===== src/rtl/apb_cmd_master.sv =====
// Command-to-APB master: one valid/ready command becomes one APB transfer to FC, CONV or POOL.
// Latency: accept -> RSP_VALID is 3 cycles at zero wait states (1 cycle for a bad select).
// Backpressure: CMD_READY only in IDLE; response held until RSP_READY. APB_TIMEOUT_EN enables ACCESS abort.
module apb_cmd_master #(
    parameter int TIMEOUT_CYCLES = 255,
    parameter int ADDR_WIDTH     = 32
) (
    input  logic                  CLK,
    input  logic                  RESET,
    input  logic                  CMD_VALID,
    output logic                  CMD_READY,
    input  logic                  CMD_WRITE,
    input  logic [1:0]            CMD_SEL,
    input  logic [ADDR_WIDTH-1:0] CMD_ADDR,
    input  logic [31:0]           CMD_WDATA,
    output logic                  RSP_VALID,
    input  logic                  RSP_READY,
    output logic [31:0]           RSP_RDATA,
    output logic [1:0]            RSP_ERR,
    output logic [ADDR_WIDTH-1:0] PADDR,
    output logic                  PWRITE,
    output logic [31:0]           PWDATA,
    output logic                  PENABLE,
    output logic [2:0]            PSEL,
    input  logic [31:0]           PRDATA_FC,
    input  logic [31:0]           PRDATA_CONV,
    input  logic [31:0]           PRDATA_POOL,
    input  logic [2:0]            PREADY,
    input  logic [2:0]            PSLVERR
);

    if (TIMEOUT_CYCLES < 1 || TIMEOUT_CYCLES > 65535) begin : g_bad_timeout
        $error("TIMEOUT_CYCLES must be in 1..65535");
    end

    typedef enum logic [1:0] {IDLE, SETUP, ACCESS, RESP} state_t;

    state_t      state;
    logic [1:0]  sel_q;
    logic        sel_ready;
    logic        sel_err;
    logic [31:0] sel_rdata;

`ifdef APB_TIMEOUT_EN
    localparam logic [15:0] TMO_LAST = 16'(TIMEOUT_CYCLES - 1);
    logic [15:0] tmo_cnt;
`endif

    // Only the selected slave's handshake bits and data are looked at.
    always_comb begin
        sel_ready = PREADY[2];
        sel_err   = PSLVERR[2];
        sel_rdata = PRDATA_POOL;
        case (sel_q)
            2'd0: begin
                sel_ready = PREADY[0];
                sel_err   = PSLVERR[0];
                sel_rdata = PRDATA_FC;
            end
            2'd1: begin
                sel_ready = PREADY[1];
                sel_err   = PSLVERR[1];
                sel_rdata = PRDATA_CONV;
            end
            default: ;
        endcase
    end

    always_ff @(posedge CLK or posedge RESET) begin
        if (RESET) begin
            state     <= IDLE;
            sel_q     <= 2'd0;
            CMD_READY <= 1'b0;
            RSP_VALID <= 1'b0;
            RSP_ERR   <= 2'b00;
            RSP_RDATA <= 32'd0;
            PADDR     <= '0;
            PWRITE    <= 1'b0;
            PWDATA    <= 32'd0;
            PENABLE   <= 1'b0;
            PSEL      <= 3'b000;
`ifdef APB_TIMEOUT_EN
            tmo_cnt   <= 16'd0;
`endif
        end else begin
            case (state)
                IDLE: begin
                    // READY rises one cycle into IDLE, so the return cycle never accepts.
                    if (CMD_READY && CMD_VALID) begin
                        CMD_READY <= 1'b0;
                        if (CMD_SEL == 2'd3) begin
                            state     <= RESP;
                            RSP_VALID <= 1'b1;
                            RSP_ERR   <= 2'b11;
                            RSP_RDATA <= 32'd0;
                        end else begin
                            state  <= SETUP;
                            sel_q  <= CMD_SEL;
                            PADDR  <= CMD_ADDR;
                            PWRITE <= CMD_WRITE;
                            PWDATA <= CMD_WDATA;
                            PSEL   <= 3'b001 << CMD_SEL;
`ifdef APB_TIMEOUT_EN
                            tmo_cnt <= 16'd0;
`endif
                        end
                    end else begin
                        CMD_READY <= 1'b1;
                    end
                end
                SETUP: begin
                    PENABLE <= 1'b1;
                    state   <= ACCESS;
                end
                ACCESS: begin
                    if (sel_ready) begin
                        PSEL      <= 3'b000;
                        PENABLE   <= 1'b0;
                        RSP_VALID <= 1'b1;
                        RSP_ERR   <= sel_err ? 2'b01 : 2'b00;
                        RSP_RDATA <= (!PWRITE && !sel_err) ? sel_rdata : 32'd0;
                        state     <= RESP;
                    end
`ifdef APB_TIMEOUT_EN
                    else if (tmo_cnt == TMO_LAST) begin
                        PSEL      <= 3'b000;
                        PENABLE   <= 1'b0;
                        RSP_VALID <= 1'b1;
                        RSP_ERR   <= 2'b10;
                        RSP_RDATA <= 32'd0;
                        state     <= RESP;
                    end else begin
                        tmo_cnt <= tmo_cnt + 16'd1;
                    end
`endif
                end
                RESP: begin
                    if (RSP_READY) begin
                        RSP_VALID <= 1'b0;
                        state     <= IDLE;
                    end
                end
                default: state <= IDLE;
            endcase
        end
    end

endmodule

===== config.mk =====
export PLATFORM = sky130hd
export DESIGN_NAME = apb_cmd_master
export DESIGN_NICKNAME = d
export VERILOG_FILES = /design/src/rtl/apb_cmd_master.sv
export SDC_FILE = /design/constraint.sdc
export NUM_CORES = 1
export LEC_CHECK = 0
export CORE_MARGIN = 2
export CORE_UTILIZATION = 39
export DETAILED_ROUTE_END_ITERATION = 12
export GPL_ROUTABILITY_DRIVEN = 0
export PLACE_DENSITY = 0.92
export SLEW_MARGIN = 10
export SYNTH_ARGS = -nofsm -noshare
export SYNTH_HDL_FRONTEND = slang
export SYNTH_SLANG_ARGS = --single-unit

===== constraint.sdc =====
create_clock -name CLK -period 5.77 [get_ports CLK]
set_clock_uncertainty 0.15 [all_clocks]
set_input_delay 1.731 -clock CLK [delete_from_list [all_inputs] [get_ports CLK]]
set_output_delay 1.731 -clock CLK [all_outputs]
set_load 0.01 [all_outputs]

==> results of run 1 <==
cell usage after synthesis, drive strengths merged:
library cell | count | area share, %
dfrtp | 109 | 55
o21ai | 72 | 7.2
mux2 | 70 | 16
nand2 | 38 | 2.9
mux2i | 35 | 7.0
o31ai | 32 | 4.8
clkbuf | 19 | 1.4
buf | 15 | 1.5
inv | 9 | 0.68
ha | 4 | 1.0
nor2 | 4 | 0.30
nand3b | 2 | 0.30
nor2b | 2 | 0.25
a21bo | 1 | 0.20
a21oi | 1 | 0.10
a221o | 1 | 0.20
a31oi | 1 | 0.13
and3b | 1 | 0.18
nand3 | 1 | 0.10
nor3 | 1 | 0.10
o221ai | 1 | 0.18
o22ai | 1 | 0.13
o2bb2a | 1 | 0.20
o31a | 1 | 0.18
o32a | 1 | 0.20
or2 | 1 | 0.13
or4b | 1 | 0.20
or4bb | 1 | 0.23
final timing paths:
check / start / end / cells past startpoint
hold / removal: PADDR[7] / PADDR[7] / 1
hold reg to reg: PADDR[7] / PADDR[7] / 1
max in group asynchronous: RESET / PWDATA[25] / 3
min in group asynchronous: RESET / PADDR[9] / 2
setup / recovery: PREADY[1] / RSP_RDATA[29] / 6
setup reg to reg: state[0] / RSP_RDATA[29] / 7
state kept, by name (all words and copies together) (netlist names):
register	count
CMD_READY	1
RSP_ERR	2
RSP_RDATA	32
sel_q	2
PADDR	32
PSEL	3
PWRITE	1
RSP_VALID	1
state	2
PENABLE	1
PWDATA	32
report_power, final:
part | total, mW | internal (mW) | switching (mW)
Sequential | 1.35 | 1.14 | 0.210
Combinational | 2.17 | 1.18 | 0.999
Clock | 0.677 | 0.403 | 0.274
cells by family after synthesis:
group                      synth area share (%)
DFF                                       54.53
muxes                                     22.76
and+or+nand+nor                           4.627
adders and majority gates                 1.001
buffers and inverters                     3.577
AOI/OAI and AO/OA                         13.51
metal layers:
layer	vias up	GRT usage [%]
met4	0	9.725
met1	2071	22.86
met5	-	0
li1	2050	-
met3	34	6.746
met2	205	37.59
worst reg2reg max path, cell delays in order, from the launching register on:
cell and delay, ns:
dfrtp_1 0.38, inv_1 0.12, ha_1 0.44, nor2b_1 0.20
a221o_1 0.97, or2_1 0.63, buf_4 0.35, o31ai_1 0.11
area by class of cell:
| class | count | area share, % |
|---|---|---|
| Sequential cell | 109 | 33.10 |
| Timing Repair Buffer | 283 | 34.33 |
| Inverter | 9 | 0.4401 |
| Tap cell | 172 | 2.610 |
| Clock inverter | 4 | 0.8499 |
| Multi-Input combinational cell | 274 | 25.56 |
| Clock buffer | 12 | 3.111 |
metrics by stage:
step                total power, mW  utilization [%]  std cells
detailed placement            3.549            63.00        847
global placement              3.443            63.00        847
CTS                           4.241            65.59        863
finish                        4.199            65.59        863
global route                  4.458            65.59        863
floorplan                     2.436                -        426
==> results.ini, run 1 <==
[detailed_routing]
dr_wl_met2_mm = 7.711
drt_wl_total_mm = 15.01
drt_iter0_markers = 236
drt-pass1-iter-count = 4
dr_wl_met3_mm = 1.509
drt-vias-per-instance = 5.052
top_layer_used = met4
num_vias = 4360
route.antenna.remaining_nets = 0
wl_met1_mm = 5.333
wl_per_cell_um = 17.39
drc_errors = 0

[cts]
cts_setup_buffers = 0
cts_resized = 0
path_clk_slew_ns = 0.07
cts_tree = done
htree_levels = 3
clock_path_buffers = 2
ctsHoldBuffers = 0
cts_inserted_buffers = 9
clk_latency_ns = 0.34
cts_sinks = 109
clockRootBuffer = clkbuf_16

[floorplan]
io_pins = 278
die_area_um2 = 13750
core_area_um2 = 12570
start_util_pct = 39.80
rows = 41
die_w_um = 117.3
die_y_um = 117.3

[worst_setup_path]
arrival_ns = 4.52
critPathBufInv = 2
worstSetupPathType = input pin to flip-flop
cp_slowest_cell = a221o_1
critPathCaptureType = flip-flop
slowest_delay_ns = 1.03
path_max_fanout = 41
path_cells = clkdlybuf4s50_1 > mux2i_1 > a221o_1 > or2_1 > buf_4 > o31ai_1
worstPathRequired_ns = 5.79
critical_path.top_delay_family = compound AO/OA/AOI/OAI gates
r2r_slack_ns = 2.24
critPathLaunchType = input pin

[logic_synthesis]
syn-cell-area_um2 = 5002
syn-num-nets = 603
yosysWarnings = 0
synthCells = 426
yosysUniqueCellTypes = 31
synth.ff_latch_count = 109
synth_seq_area_share_pct = 54.53
syn_avg_cell_area_um2 = 11.74

[run_status]
outcome = finished, final reports clean

[cells_and_area]
syn_to_final_growth_pct = 64.81
layout_common_cells = clkdlybuf4s50_1 (277), dfrtp_1 (108), o21ai_0 (71)
final_common_cell = clkdlybuf4s50_1
multi_input_area_um2 = 2107
diodes = 0
n_fill_cell = 973
nets = 863
drive_above_1_share_pct = 13.89
finalInstanceArea_um2 = 8244
seq_area_um2 = 2729

[power_and_ir_drop]
cellLeakagePower_nw = 3.417
p_per_area_nw_per_um2 = 509.3
worst_ir_drop_vdd_mv = 0.3011

[place]
pre_cts_ws_ns = 0.9508
dp_hpwl_mm = 11.56
port_buffers = 277
place_area_um2 = 7918

[sta]
drv_slew = 0
min_period_ns = 4.496
setup_viol_count_final = 0
relSlewSlack_pct = 18.83
rsz0062_at_grt = no
tightest_slew_ns = 1.217
layout_setup_ws_ns = 1.274
max_freq_mhz = 222.4
hold_viol = 0
period_share_pct = 77.92
finalSetupTns_ns = 0
whs_ns = 0.3561

[grt]
antenna_found_initial = 0
grt_overflow = 0
grt.total_usage_pct = 21.13
grt_pass1_wl_mm = 22.16
grt_pass1_vias = 4403
grt_max_degree = 75

[job]
maxCapViolations = 0

[min_path]
hp-class = flip-flop to flip-flop

Note: power is estimated with default switching activity, not from simulation.
==> inputs of run 2 (changes only) <==
clock period = 4.7 ns   (was 5.77 ns; I/O delays follow)
==> results.ini, run 2 (synthesis results as in run 1) <==
[job]
maxCapViolations = 0  ; unchanged

[sta]
hold_viol = 0  ; unchanged
min_period_ns = 3.614
tightest_slew_ns = 1.192  ; -0.02557 ns
max_freq_mhz = 276.7
drv_slew = 0  ; unchanged
rsz0062_at_grt = no
relSlewSlack_pct = 20.56  ; +1.7 points
period_share_pct = 76.90
setup_viol_count_final = 0  ; unchanged
finalSetupTns_ns = 0  ; unchanged

[cts]
clockRootBuffer = clkbuf_16
path_clk_slew_ns = 0.06  ; about the same
cts_resized = 0  ; unchanged
ctsHoldBuffers = 0  ; unchanged
cts_tree = done
cts_sinks = 109  ; unchanged
clock_path_buffers = 2  ; unchanged
cts_setup_buffers = 0  ; unchanged
clk_latency_ns = 0.34  ; about the same
htree_levels = 3  ; unchanged
cts_inserted_buffers = 9  ; unchanged

[cells_and_area]
final_common_cell = clkdlybuf4s50_1
diodes = 0  ; unchanged
nets = 866  ; +0.35%
drive_above_1_share_pct = 14.27  ; +0.37 points
syn_to_final_growth_pct = 65.01
n_fill_cell = 992  ; +2.0%
layout_common_cells = clkdlybuf4s50_1 (277), dfrtp_1 (108), o21ai_0 (71)
largestRegisters = PADDR (32), PWDATA (32), RSP_RDATA (32)

[detailed_routing]
wl_per_cell_um = 17.29  ; -0.54%
drt_iter0_markers = 406  ; +72%
route.antenna.remaining_nets = 0  ; unchanged
num_vias = 4398  ; +0.87%
drt-pass1-iter-count = 6  ; +2
drt_wl_total_mm = 14.98  ; -0.19%
drc_errors = 0  ; unchanged
drt-vias-per-instance = 5.079  ; +0.52%

[place]
dp_hpwl_mm = 11.57  ; about the same
port_buffers = 277  ; unchanged

[worst_setup_path]
path_cells = clkdlybuf4s50_1 > mux2i_1 > a221o_1 > or2_1 > mux2_2
critPathCaptureType = flip-flop
critPathLaunchType = input pin
worstPathRequired_ns = 4.77  ; -1.02 ns
worstSetupPathType = input pin to flip-flop
slowest_delay_ns = 0.89  ; -0.14 ns
arrival_ns = 3.69  ; -0.83 ns
path_max_fanout = 34  ; -17%
cp_slowest_cell = or2_1
critical_path.top_delay_family = simple AND/OR/NAND/NOR gates
critPathBufInv = 1  ; -1

[grt]
grt_overflow = 0  ; unchanged
grt.total_usage_pct = 21.17  ; +0.041 points
grt_max_degree = 69  ; -8.0%
grt_pass1_vias = 4414  ; +0.25%
antenna_found_initial = 0  ; unchanged
grt_pass1_wl_mm = 22.15  ; about the same

[floorplan]
rows = 41  ; unchanged
die_w_um = 117.3  ; unchanged
io_pins = 278  ; unchanged
die_area_um2 = 13750  ; unchanged
start_util_pct = 39.80  ; unchanged
die_y_um = 117.3  ; unchanged
core_area_um2 = 12570  ; unchanged

[min_path]
hp-class = flip-flop to flip-flop

[power_and_ir_drop]
worst_ir_drop_vdd_mv = 0.3667  ; +22%
power_mw = 5.138  ; +22%
cellLeakagePower_nw = 3.429  ; +0.35%
p_per_area_nw_per_um2 = 622.4  ; +22%

[run_status]
outcome = finished, final reports clean

==> run 2: changes by cell type in the layout (fill, tap and decap cells not counted), sizes merged <==
cell | previous run | this run
buf | 6 | 9
==> run 2: final cells by class <==
| type | count | area [um^2] | area share [%] |
|---|---|---|---|
| clock inverters | 4 | 70.07 | 0.8489 |
| clock buffers | 12 | 256.5 | 3.107 |
| repair buffers | 286 | 2840 | 34.41 |
| inverters | 9 | 36.28 | 0.4396 |
| multi-input cells | 274 | 2107 | 25.53 |
| flip-flops and latches | 109 | 2729 | 33.06 |
| well taps | 172 | 215.2 | 2.607 |
==> run 2: worst register-to-register path, delay by kind of cell, from the launching register on <==
| family | cells | cell delay (ns) |
|---|---|---|
| AOI/OAI and AO/OA | 1 | 0.17 |
| adders and majority gates | 1 | 0.44 |
| buffers and inverters | 1 | 0.12 |
| DFF | 1 | 0.38 |
| muxes | 1 | 0.43 |
| and+or+nand+nor | 2 | 1.10 |
==> run 2: final timing paths <==
kind / start / endpoint / slack (ns) / depth (start not counted)
max: PREADY[1] / RSP_ERR[0] / 1.09 / 5
min: RSP_VALID / RSP_VALID / 0.35 / 1
max reg2reg: state[0] / RSP_ERR[0] / 1.79 / 6
min reg2reg: RSP_VALID / RSP_VALID / 0.35 / 1
max in group asynchronous: RESET / PWDATA[1] / 2.25 / 3
min in group asynchronous: RESET / PADDR[11] / 1.30 / 2
==> run 2: per-layer routing <==
layer	wire [um]	up-vias	track usage (%)
met5	0	-	0
met4	297	0	7.608
met3	1443	22	6.952
met2	7870	192	39.39
met1	5367	2124	22.19
li1	-	2060	-
==> run 2: power breakdown <==
part | internal (mW) | leakage [nW] | switching [mW]
registers | 1.40 | 1.36 | 0.254
clock network | 0.495 | 0.163 | 0.324
logic | 1.44 | 1.91 | 1.23
==> run 2: metrics by stage <==
step           setup WS, ns  utilization [%]  std cells  hold slack [ns]  cell area (um^2)
3_3_place_gp         0.8173            63.08        850           0.3354              7928
6_report              1.086            65.67        866           0.3549              8254
5_1_grt               1.043            65.67        866           0.3684              8254
4_1_cts               1.162            65.67        866           0.3598              8254
2_1_floorplan        0.2661                -        426           0.3840              5002
3_5_place_dp         0.7906            63.08        850           0.3446              7928
==> inputs of run 3 (changes only) <==
clock period = 3.8 ns   (was 4.7 ns; I/O delays follow)
==> results.ini, run 3 (synthesis results as in run 1) <==
[sta]
finalSetupTns_ns = 0  ; unchanged
tightest_slew_ns = 0.5729  ; -0.6187 ns
period_share_pct = 78.55
whs_ns = 0.3541  ; -0.0008320 ns
relSlewSlack_pct = 61.81  ; +41 points
drv_slew = 0  ; unchanged
layout_setup_ws_ns = 0.8152  ; -0.2705 ns
max_freq_mhz = 335.0
hold_viol = 0  ; unchanged
min_period_ns = 2.985
setup_viol_count_final = 0  ; unchanged
rsz0062_at_grt = no

[grt]
grt_pass1_vias = 4579  ; +3.7%
grt_overflow = 0  ; unchanged
antenna_found_initial = 0  ; unchanged
grt_max_degree = 110  ; +59%
grt_pass1_wl_mm = 22.18  ; +0.15%
grt.total_usage_pct = 21.06  ; -0.10 points

[floorplan]
die_area_um2 = 13750  ; unchanged
rows = 41  ; unchanged
die_y_um = 117.3  ; unchanged
die_w_um = 117.3  ; unchanged
io_pins = 278  ; unchanged
core_area_um2 = 12570  ; unchanged
start_util_pct = 39.80  ; unchanged

[detailed_routing]
drt-pass1-iter-count = 5  ; -1
drt_iter0_markers = 250  ; -38%
drt_wl_total_mm = 15.26  ; +1.9%
route.antenna.remaining_nets = 0  ; unchanged
drc_errors = 0  ; unchanged
num_vias = 4436  ; +0.86%
drt-vias-per-instance = 5.122  ; +0.86%
wl_per_cell_um = 17.62  ; +1.9%

[cells_and_area]
layout_common_cells = clkdlybuf4s50_1 (277), dfrtp_1 (108), o21ai_0 (71)
utilization_pct = 65.51  ; -0.17 points
diodes = 0  ; unchanged
final_cell_count_no_fill = 866  ; unchanged
drive_above_1_share_pct = 14.41  ; +0.14 points
largestRegisters = PADDR (32), PWDATA (32), RSP_RDATA (32)
finalInstanceArea_um2 = 8233  ; -0.26%
syn_to_final_growth_pct = 64.58
seq_area_um2 = 2729  ; unchanged
n_fill_cell = 946  ; -4.6%
final_common_cell = clkdlybuf4s50_1
multi_input_area_um2 = 2107  ; unchanged
nets = 866  ; unchanged

[cts]
cts_resized = 0  ; unchanged
clk_latency_ns = 0.34  ; about the same
cts_sinks = 109  ; unchanged
path_clk_slew_ns = 0.07  ; about the same
cts_inserted_buffers = 9  ; unchanged
clock_path_buffers = 2  ; unchanged
cts_tree = done
cts_setup_buffers = 0  ; unchanged
clockRootBuffer = clkbuf_16
htree_levels = 3  ; unchanged
ctsHoldBuffers = 0  ; unchanged

[place]
port_buffers = 277  ; unchanged
dp_cells = 850  ; unchanged
pre_cts_ws_ns = 0.4496  ; -0.3410 ns
place_area_um2 = 7941  ; +0.17%
dp_hpwl_mm = 11.60  ; +0.24%

[worst_setup_path]
critPathLaunchType = input pin
path_cells = clkdlybuf4s50_1 > mux2i_1 > a221o_1 > or2_1 > buf_4 > mux2_2
worstSetupPathType = input pin to flip-flop
critPathBufInv = 2  ; +1
slowest_delay_ns = 0.41  ; -0.48 ns
arrival_ns = 3.07  ; -0.62 ns
critPathCaptureType = flip-flop
path_max_fanout = 34  ; unchanged
crit_cells = 6  ; +1
r2r.worst_path.cells = 7  ; +1
critical_path.top_delay_family = buffers and inverters
cp_slowest_cell = clkdlybuf4s50_1
worstPathRequired_ns = 3.88  ; -0.89 ns

[power_and_ir_drop]
worst_ir_drop_vdd_mv = 0.4302  ; +17%
p_per_area_nw_per_um2 = 764.1  ; +23%
power_mw = 6.291  ; +22%
cellLeakagePower_nw = 3.411  ; -0.52%

[job]
maxCapViolations = 0  ; unchanged

[min_path]
hp-class = flip-flop to flip-flop
holdPathStages = 1  ; unchanged

[run_status]
outcome = finished, final reports clean

==> run 3: cell types whose count changed in the layout (fill, tap and decap cells not counted) <==
cell	previous run	this run
buf_12	0	1
bufinv_16	2	1
clkinv_4	0	1
inv_4	1	0
clkbuf_8	2	0
clkbuf_1	1	0
clkinvlp_4	0	2
clkinv_2	2	4
buf_4	9	8
==> run 3: area by class of cell <==
class,count,area share [%]
inverter,9,0.4559
tap,172,2.614
timing repair buffer,286,34.65
multi-input combinational,274,25.59
clock buffer,9,2.736
clock inverter,7,0.8055
sequential,109,33.15
==> run 3: worst paths after layout <==
check / start / endpoint / slack [ns]
setup / recovery: PREADY[1] / RSP_ERR[0] / 0.82
hold reg to reg: RSP_VALID / RSP_VALID / 0.35
hold / removal: RSP_VALID / RSP_VALID / 0.35
setup reg to reg: state[0] / RSP_ERR[0] / 1.22
min in group asynchronous: RESET / PADDR[22] / 1.19
max in group asynchronous: RESET / sel_q[0] / 1.90
==> run 3: per-layer routing <==
metal  up-vias  part of all wire (%)  global-route usage [%]
met2       200                    52                   38.12
li1       2057                     -                       -
met3        42                   9.6                   6.746
met4         0                   3.6                   10.20
met5         -                     0                       0
met1      2137                    35                   22.01
==> run 3: report_power, final <==
group          leakage [nW]  internal [mW]  switching, mW
Sequential             1.36           1.73          0.310
Clock                 0.145          0.508          0.413
Combinational          1.91           1.80           1.54
Total                  3.41           4.03           2.26
